`config.mk`:
```
export PLATFORM = sky130hd
export DESIGN_NAME = timer_counter
export DESIGN_NICKNAME = d
export VERILOG_FILES = /design/src/rtl/timer_counter.sv
export SDC_FILE = /design/constraint.sdc
export NUM_CORES = 1
export LEC_CHECK = 0
export ABC_AREA = 1
export BUFFER_PORTS_ARGS = -buffer_cell sky130_fd_sc_hd__buf_2
export CAP_MARGIN = 0
export CORE_MARGIN = 4
export CORE_UTILIZATION = 60
export CTS_BUF_LIST = sky130_fd_sc_hd__clkbuf_8
export CTS_CLUSTER_SIZE = 28
export DETAILED_ROUTE_END_ITERATION = 6
export PLACE_DENSITY = 0.84
export SLEW_MARGIN = 20
export SYNTH_ARGS = -nofsm -noshare
export SYNTH_HDL_FRONTEND = slang
export SYNTH_SLANG_ARGS = --single-unit
```
`constraint.sdc`:
```
create_clock -name clk -period 4 [get_ports clk]
set_input_delay 0.4 -clock clk [delete_from_list [all_inputs] [get_ports clk]]
set_output_delay 0.4 -clock clk [all_outputs]
set_load 0.01 [all_outputs]
```
`src/rtl/timer_counter.sv`:
```
// timer_counter: memory-mapped down-counting timer with one-shot and auto-reload modes.
//   clk    in   clock, all state updates on posedge
//   reset  in   synchronous active-high reset
//   addr   in   [1:0] word offset: 0=CTRL, 1=PRESET, 2=COUNT (read-only), 3=unused
//   we     in   write strobe
//   wdata  in   [31:0] write data
//   rdata  out  [31:0] combinational read data for addr, zero-extended
//   irq    out  irq_flag gated by CTRL.IM
module timer_counter #(
  parameter int CNT_W = 32
) (
  input  logic        clk,
  input  logic        reset,
  input  logic [1:0]  addr,
  input  logic        we,
  input  logic [31:0] wdata,
  output logic [31:0] rdata,
  output logic        irq
);
  localparam logic [1:0] IDLE = 2'd0;
  localparam logic [1:0] LOAD = 2'd1;
  localparam logic [1:0] CNT  = 2'd2;
  localparam logic [1:0] INT  = 2'd3;
  logic [1:0]       state_q, state_d;
  logic [3:0]       ctrl_q, ctrl_d;
  logic [CNT_W-1:0] preset_q, preset_d, count_q, count_d;
  logic             flag_q, flag_d;
  logic             en, mode1, wr_ctrl, wr_preset, term;
  assign en        = ctrl_q[0];
  assign mode1     = ctrl_q[2:1] == 2'b01;
  assign wr_ctrl   = we && addr == 2'd0;
  assign wr_preset = we && addr == 2'd1;
  // terminal count: a count of 0 or 1 ends the period without wrapping
  assign term      = state_q == CNT && en && count_q <= CNT_W'(1);
  always_comb begin
    state_d  = state_q == IDLE ? (en ? LOAD : IDLE) :
               state_q == LOAD ? CNT :
               state_q == CNT  ? (!en ? IDLE : term ? INT : CNT) : IDLE;
    count_d  = state_q == LOAD ? preset_q :
               (state_q == CNT && en) ? (term ? '0 : count_q - CNT_W'(1)) : count_q;
    // a CPU write to CTRL overrides the one-shot EN clear in INT
    ctrl_d   = wr_ctrl ? wdata[3:0] :
               (state_q == INT && !mode1) ? {ctrl_q[3:1], 1'b0} : ctrl_q;
    preset_d = wr_preset ? wdata[CNT_W-1:0] : preset_q;
    // a register write clears the flag even on the cycle it would be set
    flag_d   = (wr_ctrl || wr_preset) ? 1'b0 :
               term ? 1'b1 :
               (state_q == INT && mode1) ? 1'b0 : flag_q;
  end
  always_ff @(posedge clk) begin
    if (reset) begin
      state_q  <= IDLE;
      ctrl_q   <= '0;
      preset_q <= '0;
      count_q  <= '0;
      flag_q   <= 1'b0;
    end else begin
      state_q  <= state_d;
      ctrl_q   <= ctrl_d;
      preset_q <= preset_d;
      count_q  <= count_d;
      flag_q   <= flag_d;
    end
  end
  assign rdata = addr == 2'd0 ? {28'b0, ctrl_q} :
                 addr == 2'd1 ? 32'(preset_q) :
                 addr == 2'd2 ? 32'(count_q) : '0;
  assign irq   = flag_q & ctrl_q[3];
endmodule

```
==> impl_metrics.csv <==
group,metric,value,unit
power,power_leakage,2.268,nW
layout,regArea,1421,um^2
yosys,avgSynthCellArea,6.513,um^2
yosys,synth.cell_area,4123,um^2
clock_network,cts_tree,"done",
die,num_io_pins,70,
drt,detail_route.first_pass.iterations,7,
setup_path,worst_ep_required_time,4280,ps
drt,via_count,4251,
setup_path,crit_arrival,2610,ps
yosys,synth_area_leader_cell,"sky130_fd_sc_hd__dfxtp_1",
die,rows,29,
die,floorplan.initialDensity,63.48,%
power,combinationalPowerShare,31.1,%
layout,layout.cells.most_common,"sky130_fd_sc_hd__nand2_1",
clock_network,ctsHtreeMaxLevel,3,
drt,post-route-drc-count,0,
layout,multi_input_comb_area,2211,um^2
setup_path,path_class,"reg -> reg",
clock_network,number_of_buffers_inserted_during_clock_tree_synthesis,9,
setup_path,worst_path_most_repeated_cell,"sky130_fd_sc_hd__nand2_1",
setup_path,timing.critical_path.to_type,"flip-flop",
drt,route.detailed.vias_per_inst,5.550,
power,switching_share,35.14,%
grt,grt-ovfl-total,0,
hold_path,timing.hold.worst.class,"in -> reg",
timing,worst_pin_slew,1032,ps
grt,grt_antenna_before_repair,0,
timing,clock.fmax,0.4292,GHz
run,maximum_capacitance_violations,0,
clock_network,clock_sinks,71,
die,core_region_area,6495,um^2
layout,fraction_of_final_layout_cells_with_drive_strength_greater_than_1,17.42,%
timing,finalSetupViolCount,0,
setup_path,timing.critical_path.cells,"inv_1 > nand2_1 > buf_4 > nand2_2 > inv_2 > nor2_4 > inv_4 > nor2_8 > nand2_1 > nand2_1",
timing,hold_vio_cnt_final,0,
yosys,yosysTopAreaCellShare,34.48,%
grt,grt_pass1_wl,17880,um
setup_path,buf_inv_stages_crit_path,4,
run_status,outcome,"finished clean",
timing,slack_of_the_critical_path,1670,ps
timing,slew_viol_final,0,
setup_path,critical_path.slowest_cell,"sky130_fd_sc_hd__nand2_2",
die,die_h,90.89,um
grt,grt_start_max_net_pins,65,
layout,antenna-diode-count,0,
place,gpl.final_weighted_congestion,0.9835,
clock_network,postCtsSetupRepairBufs,0,
drt,drt_first_iter_violations,297,
layout,filler_cell_count,560,
power,net-switching-power,662.4,uW
power,irDropWorstVdd,0.0002162,V
setup_path,path_max_fanout,38,
die,die-width,90.89,um
setup_path,cp-start-kind,"flip-flop",
yosys,synth.yosys.seq_area_share,34.48,%
setup_path,path_delay_family,"simple AND/OR/NAND/NOR gates",
drt,route.final.wire_length,10640,um
clock_network,clk_pin_slew_worst_paths,70,ps
yosys,synth-edff-count,0,
timing,rsz0062_at_grt,"no",
grt,grt_pass1_vias,3909,
die,die-area,8261,um^2
timing,post-route-period-util,58.24,%
timing,final_period_minus_worst_setup_slack,2330,ps
clock_network,cts_max_path_buffers,2,
place,post-place-ws,1677,ps
place,port_buffers,69,
yosys,ys_seq_elements,71,
timing,maxSlewHeadroom,31.15,%
yosys,yosys_most_used_dff,"sky130_fd_sc_hd__dfxtp_1",
power,powerDensity,406.3,nW/um^2
yosys,synth-warning-count,0,
timing,skew,4.827,ps
yosys,asyncSetResetFlopFracSynth,0,%
place,dp_hpwl,7607,um
clock_network,insertion_delay,340,ps
yosys,post_syn_instances,633,
yosys,yosys.cell_types.count,29,
clock_network,ctsHoldBuffers,0,
yosys,syn-num-nets,672,
grt,globalRouteTotalUtil,25.81,%
power,intPower,1.223,mW
layout,layout_overhead_on_the_synthesized_area,12.53,%
clock_network,ctsRootBufferMaster,"sky130_fd_sc_hd__clkbuf_8",
yosys,synth_top_cells_by_area,"sky130_fd_sc_hd__dfxtp_1 34%, sky130_fd_sc_hd__nand2_1 13%, sky130_fd_sc_hd__o22ai_1 9.1%, sky130_fd_sc_hd__inv_1 8.2%, sky130_fd_sc_hd__nor2_1 6.1%",
timing,fin_setup_tns,0,ps
drt,wl_per_cell,13.89,um
clock_network,ctsResizeCount,0,
layout,finish.net_count,725,
layout,layout_common_cells,"138 x sky130_fd_sc_hd__nand2_1, 91 x sky130_fd_sc_hd__inv_1, 71 x sky130_fd_sc_hd__dfxtp_1, 69 x sky130_fd_sc_hd__buf_2, 67 x sky130_fd_sc_hd__nor2_1",
power,pwr-share-clk,28.3,%
power,seq_power_share,40.6,%
setup_path,timing.critical_path.slowest_cell_delay,560,ps
setup_path,regToRegSetupSlack,1670,ps
drt,route.antenna.remaining_nets,0,
[worst register-to-register path, delay by kind of cell, from the launching register on]
family / cells / cell delay, ps
DFF: 1 / 340
buffers and inverters: 4 / 510
and+or+nand+nor: 6 / 1420
[sequential cells by signal, indices dropped and copies added (netlist names)]
signal / cells
count_q: 32
preset_q: 32
ctrl_q: 4
state_q: 2
flag_q: 1
[stage by stage]
stage	std cells	instance area (um^2)	utilization [%]	power, mW	hold slack, ps
after floorplan	633	4123	-	1.213	442.0
after global placement	752	4457	68.62	1.341	463.1
after detailed placement	752	4457	68.62	1.351	462.0
after CTS	766	4639	71.43	1.882	293.7
after global routing	766	4639	71.43	2.004	306.4
final	766	4639	71.43	1.885	304.5
[cell type report]
| class | instances | share of cell area (%) |
|---|---|---|
| clock buffers | 13 | 3.857 |
| multi-input cells | 439 | 47.65 |
| flip-flops and latches | 71 | 30.64 |
| repair buffers | 71 | 8.037 |
| well taps | 77 | 2.077 |
| clock inverters | 1 | 0.08091 |
| inverters | 94 | 7.659 |
[routing by layer]
layer | track usage [%] | part of all wire, % | routed length, um | up-vias
met5 | 0 | 0 | 0 | -
met4 | 8.794 | 1.3 | 142 | 0
met3 | 3.917 | 6.9 | 735 | 16
met2 | 42.68 | 46 | 4935 | 160
met1 | 34.29 | 45 | 4826 | 1917
li1 | - | - | - | 2158
[path summary, 6_finish.rpt]
kind,startpoint,endpoint,depth (start not counted)
max,state_q[1]$_SDFF_PP0_,count_q[2]$_SDFFE_PP0P_,10
min,wdata[3],ctrl_q[3]$_SDFFE_PP0P_,3
max reg2reg,state_q[1]$_SDFF_PP0_,count_q[2]$_SDFFE_PP0P_,10
min reg2reg,flag_q$_SDFFE_PP0P_,flag_q$_SDFFE_PP0P_,2
[synthesized netlist by cell type, types with 5 or more instances]
| library cell | count |
|---|---|
| sky130_fd_sc_hd__nand2_1 | 139 |
| sky130_fd_sc_hd__inv_1 | 90 |
| sky130_fd_sc_hd__dfxtp_1 | 71 |
| sky130_fd_sc_hd__nor2_1 | 67 |
| sky130_fd_sc_hd__o22ai_1 | 60 |
| sky130_fd_sc_hd__o21ai_0 | 43 |
| sky130_fd_sc_hd__a21oi_1 | 40 |
| sky130_fd_sc_hd__nand3_1 | 26 |
| sky130_fd_sc_hd__xor2_1 | 18 |
| sky130_fd_sc_hd__clkbuf_1 | 17 |
| sky130_fd_sc_hd__nand2_2 | 15 |
| sky130_fd_sc_hd__nor2_2 | 8 |
| sky130_fd_sc_hd__buf_2 | 7 |
| sky130_fd_sc_hd__nand4_1 | 5 |
[kinds of logic after synthesis]
kind of cell / after synthesis / share of synthesized area, %
simple gates: 269 / 28.68
flops: 71 / 34.48
fa+ha+maj: 2 / 0.6069
xor+xnor: 18 / 3.824
buf+inv: 123 / 11.96
compound gates: 150 / 20.46
[power by group through the flow]
stage / Sequential, mW / Combinational, mW / Clock (mW)
final: 0.765 / 0.586 / 0.534
after global routing: 0.769 / 0.657 / 0.578
after CTS: 0.765 / 0.577 / 0.540
after detailed placement: 0.781 / 0.570 / 0
after global placement: 0.780 / 0.562 / 0
after floorplan: 0.775 / 0.438 / 0
(Power assumes the default switching activity.)
